--- src/rtl/clock_ctrl.sv ---
// clock_ctrl: generates the one-cycle CPU clock-enable from the system clock.
// Free-run at a programmable rate, single-step from a debounced push-button,
// or halt (absorbing until reset) on the CPU HLT request.
module clock_ctrl #(
   parameter int DIV_WIDTH       = 8,
   parameter int DEBOUNCE_CYCLES = 4
) (
   input  logic                 clk,
   input  logic                 reset,
   input  logic                 run_mode,
   input  logic                 step_btn,
   input  logic                 hlt,
   input  logic [DIV_WIDTH-1:0] div,
   output logic                 cpu_ce,
   output logic                 halted,
   output logic [15:0]          tick_count
);

   // Stability counter saturates at DEBOUNCE_CYCLES-1: once there, the
   // synchronized level has matched its previous sample DEBOUNCE_CYCLES times.
   localparam int              DB_W    = (DEBOUNCE_CYCLES < 2) ? 1 : $clog2(DEBOUNCE_CYCLES);
   localparam logic [DB_W-1:0] DB_LAST = DB_W'(DEBOUNCE_CYCLES - 1);

   typedef enum logic [1:0] {
      S_MANUAL = 2'd0,
      S_RUN    = 2'd1,
      S_HALTED = 2'd2
   } state_t;

   logic                 r_sync1;
   logic                 r_sync2;
   logic                 r_sync_prev;
   logic [DB_W-1:0]      r_db_cnt;
   logic                 r_btn_state;
   logic                 r_btn_d;
   logic                 w_step_req;

   state_t               r_state;
   state_t               w_state_nxt;
   logic [DIV_WIDTH-1:0] r_div_cnt;
   logic [DIV_WIDTH-1:0] w_div_cnt_nxt;
   logic                 w_ce_nxt;
   logic                 r_cpu_ce;
   logic                 r_halted;
   logic [15:0]          r_tick_count;

   // Two-flop synchronizer bringing the raw button into the clock domain
   always_ff @(posedge clk) begin
      if (reset) begin
         r_sync1 <= 1'b0;
         r_sync2 <= 1'b0;
      end else begin
         r_sync1 <= step_btn;
         r_sync2 <= r_sync1;
      end
   end

   // Debounce: a new level is accepted only after it has held steady
   always_ff @(posedge clk) begin
      if (reset) begin
         r_sync_prev <= 1'b0;
         r_db_cnt    <= '0;
         r_btn_state <= 1'b0;
         r_btn_d     <= 1'b0;
      end else begin
         r_sync_prev <= r_sync2;
         r_btn_d     <= r_btn_state;
         if (r_sync2 != r_sync_prev) begin
            r_db_cnt <= '0;
         end else if (r_db_cnt != DB_LAST) begin
            r_db_cnt <= r_db_cnt + 1'b1;
         end
         if ((r_sync2 == r_sync_prev) && (r_db_cnt == DB_LAST) &&
             (r_sync2 != r_btn_state)) begin
            r_btn_state <= r_sync2;
         end
      end
   end

   // Rising edge of the debounced level: one request per press, however long held
   assign w_step_req = r_btn_state & ~r_btn_d;

   // Mode FSM state, divider and registered outputs
   always_ff @(posedge clk) begin
      if (reset) begin
         r_state   <= S_MANUAL;
         r_div_cnt <= '0;
         r_cpu_ce  <= 1'b0;
         r_halted  <= 1'b0;
      end else begin
         r_state   <= w_state_nxt;
         r_div_cnt <= w_div_cnt_nxt;
         r_cpu_ce  <= w_ce_nxt;
         r_halted  <= (w_state_nxt == S_HALTED);
      end
   end

   // Next-state and next clock-enable; halt beats everything, then mode change
   always_comb begin
      w_state_nxt   = r_state;
      w_div_cnt_nxt = r_div_cnt;
      w_ce_nxt      = 1'b0;
      case (r_state)
         S_MANUAL: begin
            if (hlt) begin
               w_state_nxt = S_HALTED;
            end else if (run_mode) begin
               w_state_nxt   = S_RUN;
               w_div_cnt_nxt = '0;
            end else if (w_step_req) begin
               w_ce_nxt = 1'b1;
            end
         end
         S_RUN: begin
            if (hlt) begin
               w_state_nxt = S_HALTED;
            end else if (!run_mode) begin
               w_state_nxt = S_MANUAL;
            end else if (r_div_cnt >= div) begin
               // >= so a lowered div takes effect at once instead of wrapping
               w_ce_nxt      = 1'b1;
               w_div_cnt_nxt = '0;
            end else begin
               w_div_cnt_nxt = r_div_cnt + 1'b1;
            end
         end
         S_HALTED: begin
            w_state_nxt = S_HALTED;
         end
         default: begin
            w_state_nxt = S_MANUAL;
         end
      endcase
   end

   // Count delivered pulses; wraps naturally at 16 bits
   always_ff @(posedge clk) begin
      if (reset) begin
         r_tick_count <= 16'd0;
      end else if (r_cpu_ce) begin
         r_tick_count <= r_tick_count + 16'd1;
      end
   end

   assign cpu_ce     = r_cpu_ce;
   assign halted     = r_halted;
   assign tick_count = r_tick_count;

endmodule

--- config.mk ---
export PLATFORM = sky130hd
export DESIGN_NAME = clock_ctrl
export DESIGN_NICKNAME = d
export VERILOG_FILES = /design/src/rtl/clock_ctrl.sv
export SDC_FILE = /design/constraint.sdc
export NUM_CORES = 1
export LEC_CHECK = 0
export CORE_UTILIZATION = 50
export DETAILED_ROUTE_END_ITERATION = 10
export GPL_ROUTABILITY_DRIVEN = 0
export PLACE_DENSITY = 0.88
export SYNTH_ARGS = -nofsm -noshare
export SYNTH_HDL_FRONTEND = slang
export SYNTH_SLANG_ARGS = --single-unit
--- constraint.sdc ---
create_clock -name clk -period 4.2 [get_ports clk]
set_input_delay 0.84 -clock clk [delete_from_list [all_inputs] [get_ports clk]]
set_output_delay 0.84 -clock clk [all_outputs]
set_load 0.02 [all_outputs]
==> reports/qor.csv, run 1 <==
metric;value;unit
r2r_end;r_div_cnt[7]$_SDFFE_PP0P_;
critPathLaunchType;input port;
portBuffers;30;
clockBufferDepth;2;
wl_per_cell;12.4;um
post-route-period-util;71.0;%
required;4.47;ns
hold_path_class;register to register;
p_leak;0.790;nW
slowest_delay;0.51;ns
fmax;335;MHz
viasPerCell;5.26;
hold_viol;0;
power.density;268;nW/um2
ctsHoldBuffers;0;
hold_end;r_sync2$_SDFF_PP0_;
rrSetupSlack;1.78;ns
ctsResizeCount;0;
totalNegativeSetupSlack;0;ns
area_growth;23.8;%
postRouteWirelength;3.34;mm
syn_inst;192;
antenna_found_initial;0;
grt_pass1_vias;1259;
ios;31;
synth.net_count;216;
grt_start_max_net_pins;30;
fin_cells;270;
r2r-start;r_div_cnt[6]$_SDFFE_PP0P_;
nNetsFinal;251;
vdd_drop_max;0.166;mV
critPathMaxFanout;7;
dp_hpwl;2.53;mm
ys_seq_elements;34;
first_iter_violations;57;
rsz0062_at_grt;false;
maxSlewViolCount;0;
critical_path_class;input port to register;
ys_seq_area_share;41.0;%
h-tree-depth;2;
worst_pin_slew;0.528;ns
drc;0;
ant_nets;0;
die_h;59.6;um
synth_cell_types;36;
drv_cap;0;
track_usage;22.4;%
grt_overflow_total;0;
clock-sinks;34;
initial_utilization;53.5;%
yosysWarnings;0;
worst-endpoint-arrival;3.25;ns
antenna_cells;0;
clk_pin_slew;0.09;ns
cp_cell_sequence;clkdlybuf4s50_1 > inv_1 > ha_1 > a21o_1 > a2111o_1 > a311o_1 > or4_1 > o21ai_0;
cts_inserted_buffers;5;
outcome;complete, no violations;
core;3100;um2
synth_area;1660;um2
crit_slowest_cell;or4_1;
slew_headroom;64.7;%
placed_cells;264;
syn_avg_cell_area;8.64;um2
clock_skew;0.00328;ns
grt_first_pass_wirelength;5.69;mm
post_route_cells_drive_above_1_share;5.75;%
dr.pass1.iters;4;
end_kind;register;
worstSkewPairLatency;0.34;ns
dieWidth;59.6;um
dr_total_vias;1421;
cts_tree;done;
rows;20;
min_from;r_sync1$_SDFF_PP0_;
setup_viol;0;
cts.repair_timing.setup_buffer_count;0;
rr_worst_depth;6;
fin_crit;2.98;ns
worstHoldPathCells;1;
cts_root_buf;clkbuf_4;
die-area;3550;um2
-- stage by stage --
stage	worst slack, ns	utilization (%)	hold WS [ns]	instance area (um2)	total power [mW]
2_1_floorplan	1.44	-	0.414	1660	0.363
3_3_place_gp	0.906	64.6	0.442	2000	0.380
3_5_place_dp	0.875	64.6	0.447	2000	0.383
4_1_cts	1.23	66.2	0.468	2050	0.556
5_1_grt	1.14	66.2	0.474	2050	0.577
6_report	1.22	66.2	0.465	2050	0.550
-- synthesized netlist by cell type, drive strengths merged --
cell,count,share of area [%]
nand3,11,3.3
a311o,1,0.60
nand4,6,2.3
o21a,1,0.45
nor4,3,1.1
xnor2,4,2.1
o21ai,7,2.1
ha,11,8.3
nor2b,5,1.9
o311ai,5,2.6
xor2,11,5.8
nor3,1,0.30
a21o,2,0.90
buf,1,0.68
or2,2,0.75
or2b,1,0.53
nand2,20,4.5
mux2i,3,1.8
nor2,23,5.2
a31oi,2,0.75
clkbuf,2,0.45
or4,1,0.45
o21ba,1,0.60
nor4b,1,0.53
or3,2,0.75
dfxtp,34,41
o31ai,1,0.45
o21bai,1,0.45
a21oi,6,1.8
inv,13,2.9
o311a,1,0.68
a2111o,1,0.68
and2,1,0.38
and3,6,2.3
nand2b,1,0.38
-- metal layers --
layer  up-vias  GRT usage [%]  part of all wire [%]
li1        739              -                     -
met1       656           28.5                    48
met2        21           34.2                    46
met3         5           8.52                   3.8
met4         0           8.64                   1.6
met5         -              0                     0
-- logic make-up (layout without fill, tap and decap cells) --
kind of cell | Yosys count | in the layout | synth area share [%]
multiplexers | 3 | 3 | 1.81
XOR/XNOR | 15 | 15 | 7.92
adder cells (fa/ha/maj) | 11 | 11 | 8.30
buffers and inverters | 16 | 50 | 4.07
AND/OR/NAND/NOR | 84 | 84 | 24.7
AO/OA/AOI/OAI | 29 | 29 | 12.1
flip-flops | 34 | 34 | 41.0
-- worst max-delay path: cells and delay by family --
kind                       cells  cell delay [ns]
buffers and inverters          2             0.49
AOI/OAI and AO/OA              4             1.09
adders and majority gates      1             0.31
and+or+nand+nor                1             0.51
-- layout by cell type, fill, tap and decap left out, types with 2 or more instances in the layout --
master | synthesis | layout
nand3_1 | 11 | 11
ha_1 | 11 | 11
o21ai_0 | 7 | 7
nor2b_1 | 5 | 5
nand2_1 | 20 | 20
nand4_1 | 6 | 6
clkbuf_4 | 0 | 5
a21o_1 | 2 | 2
or2_2 | 2 | 2
dfxtp_1 | 34 | 34
xnor2_1 | 4 | 4
a21oi_1 | 6 | 6
xor2_1 | 11 | 11
clkdlybuf4s50_1 | 0 | 30
nor4_1 | 3 | 3
and3_1 | 5 | 5
or3_1 | 2 | 2
a31oi_1 | 2 | 2
mux2i_1 | 3 | 3
nor2_1 | 23 | 23
inv_1 | 13 | 13
o311ai_0 | 5 | 5
-- report_power, final --
part,switching [mW],total [mW],internal (mW)
combinational,0.0213,0.0441,0.0228
clock,0.0991,0.174,0.0753
sequential,0.00411,0.331,0.327
total,0.125,0.550,0.425
-- how the worst max path moves through the flow --
stage | start | end | slack (ns)
2_1_floorplan | div[6] | r_div_cnt[7]$_SDFFE_PP0P_ | 1.44
3_3_place_gp | div[6] | r_div_cnt[7]$_SDFFE_PP0P_ | 0.91
3_5_place_dp | div[6] | r_div_cnt[7]$_SDFFE_PP0P_ | 0.88
6_report | div[6] | r_div_cnt[7]$_SDFFE_PP0P_ | 1.22
5_1_grt | div[6] | r_div_cnt[7]$_SDFFE_PP0P_ | 1.14
4_1_cts | div[6] | r_div_cnt[7]$_SDFFE_PP0P_ | 1.23
-- final cells by class --
cell class,count,area (um2)
fill,267,1050
multi-input combinational,142,911
clock buffer,6,51.3
tap,44,55.1
inverter,13,48.8
sequential,34,681
timing repair buffer,31,308
-- sequential cells by signal, indices dropped and copies added, names as in the netlist --
register / flops
r_sync_prev: 1
r_btn_state: 1
tick_count: 16
r_sync2: 1
cpu_ce: 1
r_div_cnt: 8
r_db_cnt: 2
r_sync1: 1
r_state: 2
r_btn_d: 1
Power figures use the tool's default switching activity.
==> run 2: changes to the inputs <==
--- a/config.mk
+++ b/config.mk
@@ -5,10 +5,10 @@
 export SDC_FILE = /design/constraint.sdc
 export NUM_CORES = 1
 export LEC_CHECK = 0
-export CORE_UTILIZATION = 50
+export CORE_UTILIZATION = 46
 export DETAILED_ROUTE_END_ITERATION = 10
 export GPL_ROUTABILITY_DRIVEN = 0
-export PLACE_DENSITY = 0.88
+export PLACE_DENSITY = 0.86
 export SYNTH_ARGS = -nofsm -noshare
 export SYNTH_HDL_FRONTEND = slang
 export SYNTH_SLANG_ARGS = --single-unit
==> constraint.sdc (replaced) <==
create_clock -name clk -period 2.6 [get_ports clk]
set_input_delay 0.52 -clock clk [delete_from_list [all_inputs] [get_ports clk]]
set_output_delay 0.52 -clock clk [all_outputs]
set_load 0.02 [all_outputs]
==> reports/qor.csv, run 2 (same netlist as run 1, synthesis figures left out) <==
metric;value;unit;change
grt_overflow_total;0;;unchanged
largest_reg_flops;16;;unchanged
layout_commonest_cell;dfxtp_1;;
ant_nets;0;;unchanged
cts_inserted_buffers;5;;unchanged
grt_first_pass_wirelength;5.64;mm;-0.97%
hold_ws;0.458;ns;-0.00646 ns
postRouteWirelength;3.29;mm;-1.5%
first_iter_violations;87;;+53%
setup_viol;0;;unchanged
dp_hpwl;2.51;mm;-0.59%
worst_pin_slew;0.449;ns;-0.0787 ns
p_leak;0.825;nW;+4.5%
fillers;276;;+3.4%
die-area;3850;um2;+8.4%
ctsHoldBuffers;0;;unchanged
hold_path_class;register to register;;
drv_cap;0;;unchanged
totalNegativeSetupSlack;0;ns;unchanged
worst-endpoint-arrival;2.71;ns;-0.54 ns
cp_cell_sequence;clkdlybuf4s50_1 > inv_1 > ha_1 > a21o_1 > a2111o_1 > a311o_1 > or4_1 > o21ai_1;;
design_area;2110;um2;+2.7%
m1WireLength;1.65;mm;+2.5%
grt_start_max_net_pins;29;;-3.3%
rsz0062_at_grt;false;;
antenna_found_initial;0;;unchanged
crit_slowest_cell;or4_1;;
top_layer_used;met4;;
initial_utilization;48.9;%;-4.5 points
area_growth;27.1;%;
viasPerCell;5.23;;-0.71%
critical_path_class;input port to register;;
clock-sinks;34;;unchanged
drc;0;;unchanged
seqCellArea;681;um2;unchanged
dieWidth;62.1;um;+4.1%
clk_pin_slew;0.09;ns;about the same
core;3390;um2;+9.2%
rows;21;;+5.0%
post-route-period-util;94.3;%;
slowest_delay;0.49;ns;-0.02 ns
outcome;complete, no violations;;
dr.pass1.iters;4;;unchanged
maxSlewViolCount;0;;unchanged
placed_area;2060;um2;+2.7%
cts_tree;done;;
worstSkewPairLatency;0.32;ns;-0.02 ns
die_h;62.1;um;+4.1%
met2_length;1.50;mm;-2.8%
utilization;62.2;%;-4.0 points
hold_viol;0;;unchanged
h-tree-depth;2;;unchanged
portBuffers;30;;unchanged
final_cell_mix;34 x dfxtp_1, 30 x clkdlybuf4s50_1, 23 x nor2_1;;
nNetsFinal;258;;+2.8%
fin_crit;2.45;ns;
antenna_cells;0;;unchanged
critPathMaxFanout;2;;-5
clock_skew;0.00257;ns;-0.000707 ns
pre_cts_slack;-0.295;ns;-1.17 ns
vdd_drop_max;0.229;mV;+38%
multi_input_area;911;um2;unchanged
path_buf_inv;2;;unchanged
setup_ws;0.149;ns;-1.07 ns
path_delay_family;compound AO/OA/AOI/OAI gates;;
ctsResizeCount;0;;unchanged
critPathLaunchType;input port;;
post_route_cells_drive_above_1_share;8.58;%;+2.8 points
cts_root_buf;clkbuf_4;;
end_kind;register;;
ios;31;;unchanged
grt_pass1_vias;1320;;+4.8%
slew_headroom;69.8;%;+5.1 points
dr_total_vias;1458;;+2.6%
power.density;420;nW/um2;+57%
fmax;408;MHz;
track_usage;19.9;%;-2.5 points
cts.repair_timing.setup_buffer_count;0;;unchanged
required;2.86;ns;-1.61 ns
clockBufferDepth;2;;unchanged
wl_met3;95;um;-26%
wl_per_cell;11.8;um;-4.6%
-- run 2: changes by cell type in the layout (fill, tap and decap cells not counted), sizes merged --
| cell | change |
|---|---|
| buf | +7 |
-- run 2: worst paths after layout --
| check | to | startpoint | depth (start not counted) | slack, ns |
|---|---|---|---|---|
| max | r_div_cnt[7]$_SDFFE_PP0P_ | div[6] | 8 | 0.15 |
| min | r_sync2$_SDFF_PP0_ | r_sync1$_SDFF_PP0_ | 1 | 0.46 |
| max reg2reg | r_div_cnt[7]$_SDFFE_PP0P_ | r_div_cnt[6]$_SDFFE_PP0P_ | 6 | 0.40 |
| min reg2reg | r_sync2$_SDFF_PP0_ | r_sync1$_SDFF_PP0_ | 1 | 0.46 |
-- run 2: layout make-up --
type | instances | area share (%)
Clock buffer | 6 | 2.43
Inverter | 13 | 2.31
Multi-Input combinational cell | 142 | 43.2
Sequential cell | 34 | 32.3
Tap cell | 46 | 2.73
Timing Repair Buffer | 38 | 17.1
-- run 2: through the flow --
stage               cells  power [mW]
floorplan             192       0.587
global placement      273       0.617
detailed placement    273       0.621
CTS                   279       0.893
global route          279       0.927
finish                279       0.886
-- run 2: per-layer routing --
metal	vias to the layer above	track usage, %
li1	756	-
met1	669	27.8
met2	28	29.5
met3	5	4.35
met4	0	8.25
met5	-	0
-- run 2: power by group --
part / total [mW] / internal [mW] / switching (mW)
logic: 0.0740 / 0.0389 / 0.0351
registers: 0.535 / 0.529 / 0.00587
clock network: 0.278 / 0.122 / 0.156
total: 0.886 / 0.689 / 0.197
